## config.mk

```make
export PLATFORM = sky130hd
export DESIGN_NAME = segre_mem_arbiter
export DESIGN_NICKNAME = d
export VERILOG_FILES = /design/src/rtl/segre_mem_arbiter.sv
export SDC_FILE = /design/constraint.sdc
export NUM_CORES = 1
export LEC_CHECK = 0
export ABC_AREA = 1
export BUFFER_PORTS_ARGS = -buffer_cell sky130_fd_sc_hd__buf_2
export CORE_AREA = 3 3 143 145
export CTS_CLUSTER_DIAMETER = 60
export DETAILED_ROUTE_END_ITERATION = 10
export DIE_AREA = 0 0 146 148
export PLACE_DENSITY = 0.65
export SLEW_MARGIN = 20
export SYNTH_ARGS = -nofsm -noshare
export SYNTH_HDL_FRONTEND = slang
export SYNTH_SLANG_ARGS = --single-unit
```

## constraint.sdc

```tcl
create_clock -name clk_i -period 7.2 [get_ports clk_i]
set_input_delay 1.08 -clock clk_i [delete_from_list [all_inputs] [get_ports clk_i]]
set_output_delay 1.08 -clock clk_i [all_outputs]
set_load 0.1 [all_outputs]
```

## src/rtl/segre_mem_arbiter.sv

```systemverilog
`timescale 1ns/1ps
// Shared memory-port arbiter between the IF (fetch) and MEM stages.
// Latency: request seen in IDLE at edge N drives strobes from cycle N+1; ready is combinational on mem_ready_i.
// Backpressure: requesters hold req until their ready; one IDLE bubble separates transactions.

package segre_mem_arbiter_pkg;
  typedef enum logic [1:0] {
    BYTE = 2'd0,
    HALF = 2'd1,
    WORD = 2'd2
  } memop_data_type_e;
endpackage

module segre_mem_arbiter
  import segre_mem_arbiter_pkg::*;
#(
  parameter int ADDR_SIZE    = 32,
  parameter int LINE_BYTES   = 16,
  parameter int STARVE_LIMIT = 4
) (
  input  logic                      clk_i,
  input  logic                      rst_i,
  // IF stage
  input  logic                      if_req_i,
  input  logic [ADDR_SIZE-1:0]      if_addr_i,
  output logic                      if_ready_o,
  // MEM stage
  input  logic                      mem_req_i,
  input  logic                      mem_wr_i,
  input  logic [ADDR_SIZE-1:0]      mem_addr_i,
  input  memop_data_type_e          mem_data_type_i,
  input  logic [LINE_BYTES*8-1:0]   mem_wr_data_i,
  output logic                      mem_ready_o,
  // memory port
  output logic [ADDR_SIZE-1:0]      addr_o,
  output logic                      rd_o,
  output logic                      wr_o,
  output memop_data_type_e          data_type_o,
  output logic [LINE_BYTES*8-1:0]   wr_data_o,
  input  logic                      mem_ready_i,
  output logic                      sel_mem_o,
  output logic                      busy_o
);

  localparam int SW = $clog2(STARVE_LIMIT + 1);
  localparam logic [SW-1:0] STARVE_MAX = SW'(STARVE_LIMIT);

  typedef enum logic [1:0] {
    IDLE    = 2'd0,
    GNT_IF  = 2'd1,
    GNT_MEM = 2'd2
  } state_e;

  state_e        state_q;
  logic [SW-1:0] starve_q;
  logic          if_forced;
  logic          grant_mem;

  // IF overrides the default MEM priority once it has been passed over STARVE_LIMIT times
  always_comb begin
    if_forced = if_req_i && (starve_q == STARVE_MAX);
    grant_mem = mem_req_i && !if_forced;
  end

  // Completion is passed straight through to the owner of the port; IDLE swallows stray pulses
  always_comb begin
    if_ready_o  = (state_q == GNT_IF)  && mem_ready_i;
    mem_ready_o = (state_q == GNT_MEM) && mem_ready_i;
    busy_o      = (state_q != IDLE);
  end

  // Arbitration FSM; the memory-port outputs are latched at grant and held for the whole grant
  always_ff @(posedge clk_i or posedge rst_i) begin
    if (rst_i) begin
      state_q     <= IDLE;
      starve_q    <= '0;
      addr_o      <= '0;
      rd_o        <= 1'b0;
      wr_o        <= 1'b0;
      data_type_o <= WORD;
      wr_data_o   <= '0;
      sel_mem_o   <= 1'b0;
    end else begin
      case (state_q)
        IDLE: begin
          if (grant_mem) begin
            state_q     <= GNT_MEM;
            addr_o      <= mem_addr_i;
            rd_o        <= ~mem_wr_i;
            wr_o        <= mem_wr_i;
            data_type_o <= mem_data_type_i;
            wr_data_o   <= mem_wr_data_i;
            sel_mem_o   <= 1'b1;
            // only count grants that actually made IF wait
            if (if_req_i && (starve_q != STARVE_MAX)) begin
              starve_q <= starve_q + SW'(1);
            end
          end else if (if_req_i) begin
            state_q     <= GNT_IF;
            addr_o      <= if_addr_i;
            rd_o        <= 1'b1;
            wr_o        <= 1'b0;
            data_type_o <= WORD;
            wr_data_o   <= '0;
            sel_mem_o   <= 1'b0;
            starve_q    <= '0;
          end
        end
        GNT_IF, GNT_MEM: begin
          // request inputs are deliberately ignored here; only completion ends the grant
          if (mem_ready_i) begin
            state_q   <= IDLE;
            rd_o      <= 1'b0;
            wr_o      <= 1'b0;
            sel_mem_o <= 1'b0;
          end
        end
        default: begin
          state_q   <= IDLE;
          rd_o      <= 1'b0;
          wr_o      <= 1'b0;
          sel_mem_o <= 1'b0;
        end
      endcase
    end
  end

endmodule
```

==> reports/results.ini <==
[grt]
grt_first_pass_wirelength_um = 35100
grt_pass1_vias = 6693
grt_overflow = 0
antenna_found_initial = 2
grt_max_degree = 99
track_usage_pct = 20.1

[clock_tree]
cts_tree = yes
cts_root_buffer = clkbuf_16
cts_max_path_buffers = 2
clk_pin_slew_ps = 70
postCtsSetupBuffers = 0
clock_latency_ps = 420
numClockSinks = 169
cts.htree.levels = 4
numCtsBuffers = 17
cts_resized = 0
hold_buffers = 0

[critical_path]
path_cells = buf_2, nand3_2, nand2_4, buf_4, o21ai_0
worstRegToRegCells = 6
slowest_stage = nand2_4
r2r_slack_ps = 3860
r2r_end = wr_data_o[57]
cp_max_fo = 98
max_stage_delay_ps = 790
crit_type = input pin to register
arrival_ps = 3780
cp.required_ps = 7450
start_kind = input pin
r2r-start = starve_q[0]
cpLargestDelayFamily = simple AND/OR/NAND/NOR gates
crit_path_end_kind = register
worst-path-buf-inv = 2

[layout]
syn2layout_area_growth_pct = 34.4
nets = 1430
drive_gt1_share_pct = 33.2
final_area_um2 = 9890
final_common_cell = nand2_1
final_cell_mix = 375 x nand2_1, 367 x buf_2, 168 x dfrtp_1

[timing]
skew_ps = 12.3
rsz0062_at_grt = no
tns_ps = 0
tightestPinTransition_ps = 1010
relSlewSlack_pct = 32.8
min_period_ps = 3540
setup_viol = 0
fin_crit_sh_pct = 49.1
finalMaxSlewViolations = 0
clock.fmax_mhz = 283
hold_viol_final = 0

[placement]
gp_congestion = 0.802
placed_area_um2 = 9280
dpl.hpwl_um = 15500
place.port_buffers = 367

[route]
via_per_inst = 4.59
dr_total_vias = 6908
ant_nets = 0
drc = 0
wl_per_cell_um = 14.8
drt_first_pass_iters = 4
wl_um = 22300
drt_first_iter_violations = 353

[floorplan]
dieArea_um2 = 21600
die_h_um = 148
start_util_pct = 38.1
row_count = 51
io_pins = 368
die_width_um = 146
core_um2 = 19300

[yosys]
seq_area_frac_synth_pct = 57.5
yosysWarnings = 0
syn_area_per_cell_um2 = 8.24
ys_ff_latch = 169
synth_nets = 1098
synthesis.area_um2 = 7360
synth.distinct_cells = 20
postSynthCellCount = 893

[hold_path]
hold-path-endpoint = data_type_o[1]
hold_class = register to register
min_path_cells = 2
hold_path.startpoint = data_type_o[1]

[job]
max_cap_viol_count = 0

[run_status]
outcome = complete, no violations

[synth_stat cells]
library cell  count  area (um2)
o22ai_1           1        6.26
xor2_1            1        8.76
o21ai_0         101         505
nand3_2           1        10.0
nand2_2           1        6.26
inv_1            76         285
ha_1              5        62.6
buf_1             3        11.3
o21ai_1          33         165
clkbuf_2          7        35.0
dfrtp_1         168        4200
buf_2            23         115
nand2_1         375        1410
nor2_1            3        11.3
buf_6             5        56.3
nand3_1          66         330
buf_4             5        37.5
dfstp_2           1        26.3
nor2_4            1        11.3
clkbuf_1         17        63.8
[sequential cells by signal (all words and copies together) (netlist names)]
name         cells
addr_o          32
state_q          1
wr_o             1
wr_data_o      128
rd_o             1
data_type_o      2
sel_mem_o        1
starve_q         3
[layout make-up]
cell class | instances | area (um2)
well taps | 265 | 332
diodes | 2 | 5.00
flip-flops and latches | 169 | 4230
clock inverters | 15 | 189
clock buffers | 17 | 425
fillers | 1892 | 9440
inverters | 76 | 290
repair buffers | 373 | 1880
multi-input cells | 588 | 2540
[how the worst max path moves through the flow]
stage	slack [ps]	to	depth (start not counted)	startpoint
6_report	3660	wr_data_o[57]	5	if_req_i
5_1_grt	3450	addr_o[8]	7	if_req_i
4_1_cts	3700	wr_data_o[57]	5	if_req_i
3_5_place_dp	3240	wr_data_o[57]	5	if_req_i
3_3_place_gp	3290	addr_o[31]	7	if_req_i
2_1_floorplan	1550	addr_o[0]	1	rst_i
[kinds of logic after synthesis]
group | Yosys count | share of synthesized area [%]
compound gates | 135 | 9.20
buf+inv | 136 | 8.21
xor+xnor | 1 | 0.119
fa+ha+maj | 5 | 0.850
simple gates | 447 | 24.1
flops | 169 | 57.5
[worst register-to-register path, delay by kind of cell (launching register included)]
family | cells | cell delay (ps)
AOI/OAI and AO/OA | 1 | 390
and+or+nand+nor | 2 | 1330
DFF | 1 | 400
buffers and inverters | 2 | 900
adders and majority gates | 1 | 160
[per-stage QoR]
step	hold slack (ps)	utilization [%]	worst slack (ps)	std cells
5_1_grt	495	51.2	3450	1504
2_1_floorplan	467	-	1550	893
3_5_place_dp	460	48.0	3240	1471
4_1_cts	475	51.1	3700	1503
3_3_place_gp	459	48.0	3290	1471
6_report	474	51.2	3660	1505
[metal layers]
metal	GRT usage [%]	part of all wire [%]
met3	5.15	7.8
met1	26.2	42
met5	0	0.058
met4	6.68	2.1
met2	33.1	48
Power is left out: the tool's default activity adds up to more than one toggle a clock period on the data nets, which glitch-free logic cannot reach.
